$ cat src/rtl/spike_decoder_pkg.sv
// Shared types, constants and bit-scan helpers for the spike winner decoder.
package spike_decoder_pkg;

    localparam int DROP_CNT_W = 8;

    // Helpers scan a fixed maximum width; callers zero-extend their
    // NUM_INPUTS-bit vector, and the unused upper bits fold away.
    localparam int MAX_INPUTS = 64;

    typedef enum logic {
        IDLE     = 1'b0,
        CAPTURED = 1'b1
    } acc_state_e;

    function automatic int lowest_set_idx(input logic [MAX_INPUTS-1:0] v);
        int idx;
        idx = 0;
        for (int i = MAX_INPUTS - 1; i >= 0; i--) begin
            if (v[i]) idx = i;
        end
        return idx;
    endfunction

    function automatic int popcount(input logic [MAX_INPUTS-1:0] v);
        int n;
        n = 0;
        for (int i = 0; i < MAX_INPUTS; i++) begin
            n += int'(v[i]);
        end
        return n;
    endfunction

endpackage

$ cat src/rtl/spike_winner_decoder_if.sv
// Decoded-record valid/ready stream between the decoder and its consumer.
interface spike_winner_decoder_if #(
    parameter int IDX_W  = 4,
    parameter int TIME_W = 4
) ();
    logic              result_valid;
    logic              result_ready;
    logic [IDX_W-1:0]  result_winner;
    logic [TIME_W-1:0] result_time;
    logic              result_none;
    logic              result_multi;

    modport master (
        output result_valid, result_winner, result_time, result_none, result_multi,
        input  result_ready
    );

    modport slave (
        input  result_valid, result_winner, result_time, result_none, result_multi,
        output result_ready
    );
endinterface

$ cat src/rtl/decoder_fifo.sv
// Show-ahead synchronous FIFO; a push into a full FIFO is accepted only
// when a pop happens in the same cycle.
module decoder_fifo #(
    parameter int WIDTH = 8,
    parameter int DEPTH = 4
) (
    input  logic             aclk,
    input  logic             rst,
    input  logic             push,
    input  logic [WIDTH-1:0] push_data,
    output logic             full,
    input  logic             pop,
    output logic [WIDTH-1:0] pop_data,
    output logic             empty
);
    localparam int AW = $clog2(DEPTH);

    logic [DEPTH-1:0][WIDTH-1:0] mem_q, mem_d;
    logic [AW-1:0]               wr_ptr_q, wr_ptr_d, rd_ptr_q, rd_ptr_d;
    logic [AW:0]                 count_q, count_d;
    logic                        do_push, do_pop;

    assign full     = (count_q == (AW+1)'(DEPTH));
    assign empty    = (count_q == '0);
    assign pop_data = mem_q[rd_ptr_q];
    assign do_pop   = pop & ~empty;
    assign do_push  = push & (~full | do_pop);

    // Next-state for storage, pointers (wrap naturally, DEPTH is 2^n) and fill count
    always_comb begin
        mem_d    = mem_q;
        wr_ptr_d = wr_ptr_q;
        rd_ptr_d = rd_ptr_q;
        count_d  = count_q;
        if (do_push) begin
            mem_d[wr_ptr_q] = push_data;
            wr_ptr_d        = wr_ptr_q + AW'(1);
        end
        if (do_pop) rd_ptr_d = rd_ptr_q + AW'(1);
        if (do_push && !do_pop)      count_d = count_q + (AW+1)'(1);
        else if (do_pop && !do_push) count_d = count_q - (AW+1)'(1);
    end

    // State registers; storage is cleared so the data outputs read zero after reset
    always_ff @(posedge aclk or posedge rst) begin
        if (rst) begin
            mem_q    <= '0;
            wr_ptr_q <= '0;
            rd_ptr_q <= '0;
            count_q  <= '0;
        end else begin
            mem_q    <= mem_d;
            wr_ptr_q <= wr_ptr_d;
            rd_ptr_q <= rd_ptr_d;
            count_q  <= count_d;
        end
    end
endmodule

$ cat src/rtl/spike_winner_decoder.sv
// Turns WTA spike pulses into one winner record per gamma cycle, buffered in
// a small FIFO. Optional drop counter: define SPIKE_DECODER_DROP_CNT_EN.
module spike_winner_decoder
    import spike_decoder_pkg::*;
#(
    parameter int GAMMA_CYCLE_WIDTH = 16,
    parameter int PULSE_WIDTH       = 8,
    parameter int NUM_INPUTS        = 16,
    parameter int FIFO_DEPTH        = 4,
    localparam int IDX_W            = $clog2(NUM_INPUTS),
    localparam int TIME_W           = $clog2(GAMMA_CYCLE_WIDTH)
) (
    input  logic                  aclk,
    input  logic                  rst,
    input  logic [NUM_INPUTS-1:0] wta_spikes,
    output logic                  gamma_start,
    spike_winner_decoder_if.master res
`ifdef SPIKE_DECODER_DROP_CNT_EN
    ,
    output logic [DROP_CNT_W-1:0] drop_count
`endif
);
    if (PULSE_WIDTH >= GAMMA_CYCLE_WIDTH) begin : g_chk_pulse
        $error("PULSE_WIDTH must be smaller than GAMMA_CYCLE_WIDTH");
    end
    if (NUM_INPUTS < 2 || NUM_INPUTS > MAX_INPUTS) begin : g_chk_inputs
        $error("NUM_INPUTS out of range");
    end
    if (GAMMA_CYCLE_WIDTH < 2 || FIFO_DEPTH < 2 || (FIFO_DEPTH & (FIFO_DEPTH - 1)) != 0) begin : g_chk_geom
        $error("bad GAMMA_CYCLE_WIDTH or FIFO_DEPTH");
    end

    typedef struct packed {
        logic              none;
        logic              multi;
        logic [TIME_W-1:0] t;
        logic [IDX_W-1:0]  winner;
    } rec_t;

    logic [TIME_W-1:0]     gamma_cnt_q, gamma_cnt_d;
    logic [NUM_INPUTS-1:0] prev_q, rise;
    acc_state_e            state_q, state_d, cur_state;
    logic [IDX_W-1:0]      winner_q, winner_d, cur_winner;
    logic [TIME_W-1:0]     time_q, time_d, cur_time;
    logic                  multi_q, multi_d, cur_multi;
    logic                  commit, push, pop, fifo_full, fifo_empty;
    rec_t                  commit_rec, head_rec;

    assign rise        = wta_spikes & ~prev_q;
    assign gamma_start = (gamma_cnt_q == '0);
    assign pop         = res.result_valid & res.result_ready;
    assign push        = commit & (~fifo_full | pop);

    // Fold this cycle's rises into the accumulator, then commit/clear at the wrap
    always_comb begin
        cur_state  = state_q;
        cur_winner = winner_q;
        cur_time   = time_q;
        cur_multi  = multi_q;
        if (rise != '0) begin
            if (state_q == IDLE) begin
                cur_state  = CAPTURED;
                cur_winner = IDX_W'(lowest_set_idx(MAX_INPUTS'(rise)));
                cur_time   = gamma_cnt_q;
                cur_multi  = (popcount(MAX_INPUTS'(rise)) > 1);
            end else begin
                cur_multi  = 1'b1;
            end
        end

        commit      = (gamma_cnt_q == TIME_W'(GAMMA_CYCLE_WIDTH - 1));
        gamma_cnt_d = commit ? '0 : gamma_cnt_q + TIME_W'(1);

        commit_rec      = '0;
        commit_rec.none = (cur_state == IDLE);
        if (cur_state == CAPTURED) begin
            commit_rec.winner = cur_winner;
            commit_rec.t      = cur_time;
            commit_rec.multi  = cur_multi;
        end

        state_d  = cur_state;
        winner_d = cur_winner;
        time_d   = cur_time;
        multi_d  = cur_multi;
        if (commit) begin
            state_d  = IDLE;
            winner_d = '0;
            time_d   = '0;
            multi_d  = 1'b0;
        end
    end

    // Counter, edge-detect history and accumulator registers
    always_ff @(posedge aclk or posedge rst) begin
        if (rst) begin
            gamma_cnt_q <= '0;
            prev_q      <= '0;
            state_q     <= IDLE;
            winner_q    <= '0;
            time_q      <= '0;
            multi_q     <= 1'b0;
        end else begin
            gamma_cnt_q <= gamma_cnt_d;
            prev_q      <= wta_spikes;
            state_q     <= state_d;
            winner_q    <= winner_d;
            time_q      <= time_d;
            multi_q     <= multi_d;
        end
    end

    decoder_fifo #(.WIDTH($bits(rec_t)), .DEPTH(FIFO_DEPTH)) u_fifo (
        .aclk      (aclk),
        .rst       (rst),
        .push      (push),
        .push_data (commit_rec),
        .full      (fifo_full),
        .pop       (pop),
        .pop_data  (head_rec),
        .empty     (fifo_empty)
    );

    assign res.result_valid  = ~fifo_empty;
    assign res.result_winner = head_rec.winner;
    assign res.result_time   = head_rec.t;
    assign res.result_none   = head_rec.none;
    assign res.result_multi  = head_rec.multi;

`ifdef SPIKE_DECODER_DROP_CNT_EN
    logic [DROP_CNT_W-1:0] drop_cnt_q, drop_cnt_d;

    // Count commits that found the FIFO full with nothing leaving; saturate
    always_comb begin
        drop_cnt_d = drop_cnt_q;
        if (commit && !push && drop_cnt_q != '1) drop_cnt_d = drop_cnt_q + DROP_CNT_W'(1);
    end

    // Drop counter register
    always_ff @(posedge aclk or posedge rst) begin
        if (rst) drop_cnt_q <= '0;
        else     drop_cnt_q <= drop_cnt_d;
    end

    assign drop_count = drop_cnt_q;
`endif
endmodule

$ cat src/flat_wrapper.sv
// flat-port wrapper written by rule: the top's interface ports become plain ports
module spike_winner_decoder_flat import spike_decoder_pkg::*;
#(
    parameter int GAMMA_CYCLE_WIDTH = 16,
    parameter int PULSE_WIDTH       = 8,
    parameter int NUM_INPUTS        = 16,
    parameter int FIFO_DEPTH        = 4,
    localparam int IDX_W            = $clog2(NUM_INPUTS),
    localparam int TIME_W           = $clog2(GAMMA_CYCLE_WIDTH)
)
  (aclk, rst, wta_spikes, gamma_start, res_result_valid, res_result_winner, res_result_time, res_result_none, res_result_multi, res_result_ready);
  spike_winner_decoder_if #(.IDX_W(4), .TIME_W(4)) res_i ();
  input  logic aclk;
  input  logic rst;
  input  logic [NUM_INPUTS-1:0] wta_spikes;
  output logic gamma_start;
  output wire logic [$bits(res_i.result_valid)-1:0] res_result_valid;
  output wire logic [$bits(res_i.result_winner)-1:0] res_result_winner;
  output wire logic [$bits(res_i.result_time)-1:0] res_result_time;
  output wire logic [$bits(res_i.result_none)-1:0] res_result_none;
  output wire logic [$bits(res_i.result_multi)-1:0] res_result_multi;
  input wire logic [$bits(res_i.result_ready)-1:0] res_result_ready;
  assign res_result_valid = res_i.result_valid;
  assign res_result_winner = res_i.result_winner;
  assign res_result_time = res_i.result_time;
  assign res_result_none = res_i.result_none;
  assign res_result_multi = res_i.result_multi;
  assign res_i.result_ready = res_result_ready;
  spike_winner_decoder #(.GAMMA_CYCLE_WIDTH(GAMMA_CYCLE_WIDTH), .PULSE_WIDTH(PULSE_WIDTH), .NUM_INPUTS(NUM_INPUTS), .FIFO_DEPTH(FIFO_DEPTH)) u_core (.aclk(aclk), .rst(rst), .wta_spikes(wta_spikes), .gamma_start(gamma_start), .res(res_i));
endmodule
$ cat config.mk
export PLATFORM = sky130hd
export DESIGN_NAME = spike_winner_decoder_flat
export DESIGN_NICKNAME = d
export VERILOG_FILES = /design/src/rtl/spike_decoder_pkg.sv /design/src/rtl/spike_winner_decoder_if.sv /design/src/rtl/decoder_fifo.sv /design/src/rtl/spike_winner_decoder.sv /design/src/flat_wrapper.sv
export SDC_FILE = /design/constraint.sdc
export NUM_CORES = 1
export LEC_CHECK = 0
export CORE_AREA = 5 5 98 100
export CTS_CLUSTER_DIAMETER = 120
export DETAILED_ROUTE_END_ITERATION = 12
export DIE_AREA = 0 0 103 105
export GPL_TIMING_DRIVEN = 0
export PLACE_DENSITY = 0.68
export SYNTH_ARGS = -nofsm -noshare
export SYNTH_HDL_FRONTEND = slang
export SYNTH_SLANG_ARGS = --single-unit
$ cat constraint.sdc
create_clock -name aclk -period 4.56 [get_ports aclk]
set_input_delay 0.684 -clock aclk [delete_from_list [all_inputs] [get_ports aclk]]
set_output_delay 0.684 -clock aclk [all_outputs]
set_load 0.05 [all_outputs]
==> impl_metrics.json <==
{
  "path_max_fanout": 4,
  "cts-root-buf": "clkbuf_8",
  "holdWs_ps": 451,
  "dpl.hpwl_um": 5540,
  "grt_setup_unrepaired": "true",
  "core_um2": 8590,
  "maxSlewViolCount": 0,
  "power.density_nw_per_um2": 427,
  "cts.sinks": 77,
  "yosys.area.top_type_share_pct": 50.9,
  "ff2ff_setup_slack_ps": 110,
  "clockBufferDepth": 2,
  "p_leak_nw": 2.25,
  "reg2reg_depth": 30,
  "synthCells": 335,
  "yosys_warnings": 0,
  "path_buf_inv": 3,
  "final_cell_mix": "77 x dfrtp_1, 58 x nand2_1, 34 x buf_4, 23 x o21ai_0, 23 x clkdlybuf4s50_1",
  "hold_viol_final": 0,
  "drc_errors": 0,
  "cts_tree": "built",
  "cts_buffers": 9,
  "htreeDepth": 3,
  "cap_violations": 0,
  "grt_pass1_wl_um": 13900,
  "drt_pass1_iterations": 4,
  "final_nets": 455,
  "vias_per_cell": 5.20,
  "cpMaxStageDelayCell": "fa_1",
  "min_period_ps": 4500,
  "async_reset_ff_share_pct": 100,
  "final_layout_size_suffix_gt1_share_pct": 26.7,
  "syn_area_um2": 3780,
  "vias": 2723,
  "fp.dieW_um": 103,
  "required_ps": 4790,
  "fmax_ghz": 0.222,
  "grt_max_degree": 68,
  "setup-violations-final": 0,
  "crit_family": "adder cells",
  "rows": 34,
  "wl_per_cell_um": 15.6,
  "grt_pass1_vias": 2858,
  "crit_arrival_ps": 4730,
  "critPathMostFrequentCell": "fa_1",
  "finClkSkew_ps": 6.81,
  "yosysTopAreaCell": "dfrtp_1",
  "slew_headroom_pct": 47.6,
  "routed_wl_um": 8200,
  "nFillCells": 725,
  "synth_cell_types": 45,
  "ant_nets": 0,
  "endpoint_kind": "flip-flop",
  "syn_nets": 379,
  "synth_area_leaders": "dfrtp_1 51%, mux4_2 6.0%, nand2_1 5.9%",
  "cp_num_cells": 16,
  "first_iter_violations": 138,
  "diodes": 0,
  "antenna_found_initial": 0,
  "crit_path_max_incr_delay_ps": 530,
  "timing.rr.end": "u_core.u_fifo.mem_q[33]",
  "finalPower_mw": 2.06,
  "ctsHoldBuffers": 0,
  "cts.reportedPaths.clkPinSlew_ps": 80,
  "area_growth_pct": 27.9,
  "synth_edf_count": 0,
  "cp_cell_sequence": "buf_6 -> nor2b_4 -> ha_4 -> inv_2 -> fa_1 -> fa_1 -> fa_1 -> fa_1 -> fa_2 -> fa_2 -> nor2_2 -> a31oi_2 -> nor4b_4 -> inv_2 -> a2bb2oi_4 -> o21ai_1",
  "synth.ff_latch_count": 77,
  "worstSetupPathType": "primary input to flip-flop",
  "gr-total-overflow": 0,
  "avgSynthCellArea_um2": 11.3,
  "die-height_um": 105,
  "fin_crit_sh_pct": 98.8,
  "clk_latency_ps": 350,
  "r2r-start": "u_core.prev_q[10]",
  "die_area_um2": 10800,
  "ys.flop_type": "dfrtp_1",
  "layout_commonest_cell": "dfrtp_1",
  "min_to": "u_core.prev_q[1]",
  "initial_core_util_pct": 44.0,
  "grt_use_total_pct": 16.2,
  "hp-start": "wta_spikes[1]",
  "tightest_slew_ps": 786,
  "holdPathStages": 1,
  "status": "completed",
  "boundaryPins": 31,
  "gp_congestion": 0.759,
  "ir_drop_mv": 0.209,
  "seq_area_frac_synth_pct": 50.9,
  "cp-start-kind": "primary input",
  "port_buffers": 30,
  "hold_path_class": "primary input to flip-flop"
}
==> how the worst max path moves through the flow <==
| stage | startpoint | endpoint | slack (ps) |
|---|---|---|---|
| finish | wta_spikes[0] | u_core.u_fifo.mem_q[18] | 60 |
| global route | wta_spikes[0] | u_core.u_fifo.mem_q[8] | -100 |
| CTS | wta_spikes[0] | u_core.u_fifo.mem_q[28] | -160 |
| detailed placement | wta_spikes[0] | u_core.u_fifo.mem_q[28] | -930 |
| global placement | wta_spikes[1] | u_core.u_fifo.mem_q[28] | -830 |
| floorplan | wta_spikes[0] | u_core.u_fifo.mem_q[8] | -10 |
==> timing repair <==
action                                 CTS  global route
pin swaps                               15            16
endpoints found under the hold margin    0             0
buffers inserted                        30             4
cloned                                   0             0
setup endpoints to repair                5            44
gates resized for setup                 32            25
==> per-layer routing <==
| metal | up-vias | track usage, % | part of all wire [%] |
|---|---|---|---|
| li1 | 1300 | - | - |
| met4 | 0 | 6.01 | 1.3 |
| met5 | - | 0 | 0 |
| met2 | 39 | 26.4 | 52 |
| met3 | 9 | 2.60 | 3.1 |
| met1 | 1375 | 21.5 | 44 |
==> area by class of cell <==
class	instances	area (um^2)	area share (%)
clock buffers	10	128	2.64
plain buffers	10	46.3	0.957
inverters	26	100	2.07
flip-flops and latches	77	1930	39.8
well taps	108	135	2.79
multi-input cells	222	1840	38.1
clock inverters	6	86.3	1.78
repair buffers	65	573	11.8
==> per-stage QoR <==
| stage | utilization (%) | std cells | setup WS [ps] | setup TNS, ps | cell area, um^2 |
|---|---|---|---|---|---|
| 6_report | 56.3 | 524 | 55.0 | 0 | 4840 |
| 5_1_grt | 56.3 | 524 | -98.6 | -379 | 4840 |
| 4_1_cts | 55.2 | 520 | -162 | -643 | 4750 |
| 3_5_place_dp | 49.7 | 474 | -931 | -4290 | 4270 |
| 3_3_place_gp | 49.4 | 473 | -830 | -3830 | 4240 |
| 2_1_floorplan | - | 335 | -13.0 | -36.8 | 3810 |
==> power by group <==
part	switching (mW)	total, mW	internal (mW)
Sequential	0.0564	0.827	0.771
Clock	0.256	0.565	0.309
Combinational	0.358	0.672	0.314
Total	0.671	2.06	1.39
==> worst reg2reg max path: cells and delay by family (launching register included) <==
| kind | cells | cell delay (ps) |
|---|---|---|
| compound gates | 3 | 420 |
| buf+inv | 24 | 2930 |
| flops | 1 | 370 |
| simple gates | 3 | 680 |
==> state kept, by name, indices dropped and copies added (netlist names), 2 cells and up <==
name	flops
u_core.gamma_cnt_q	4
u_core.prev_q	16
u_core.time_q	4
u_core.u_fifo.count_q	3
u_core.u_fifo.mem_q	40
u_core.u_fifo.rd_ptr_q	2
u_core.u_fifo.wr_ptr_q	2
u_core.winner_q	4
==> synth_stat cells, types with 3 or more instances <==
cell type,instances
a21oi_1,11
clkbuf_1,6
nand4_1,5
mux4_2,10
nand2b_2,3
ha_1,14
mux2_2,9
nand2b_1,13
dfrtp_1,77
nor2_1,6
xnor2_1,5
o21ai_0,31
nand3_1,3
fa_1,11
a31oi_1,3
inv_1,26
o21ai_1,4
nor2b_1,5
a22oi_1,4
nand2_1,59
==> cell families (layout without fill, tap and decap cells) <==
| kind of cell | Yosys count | count (layout) | share of synthesized area (%) |
|---|---|---|---|
| AOI/OAI and AO/OA | 68 | 68 | 11.4 |
| xor gates and xnor gates | 7 | 7 | 1.62 |
| adders and majority gates | 25 | 25 | 10.5 |
| buffers and inverters | 36 | 117 | 3.80 |
| DFF | 77 | 77 | 50.9 |
| muxes | 19 | 19 | 8.63 |
| and+or+nand+nor | 103 | 103 | 13.1 |
Power figures use the tool's default switching activity.
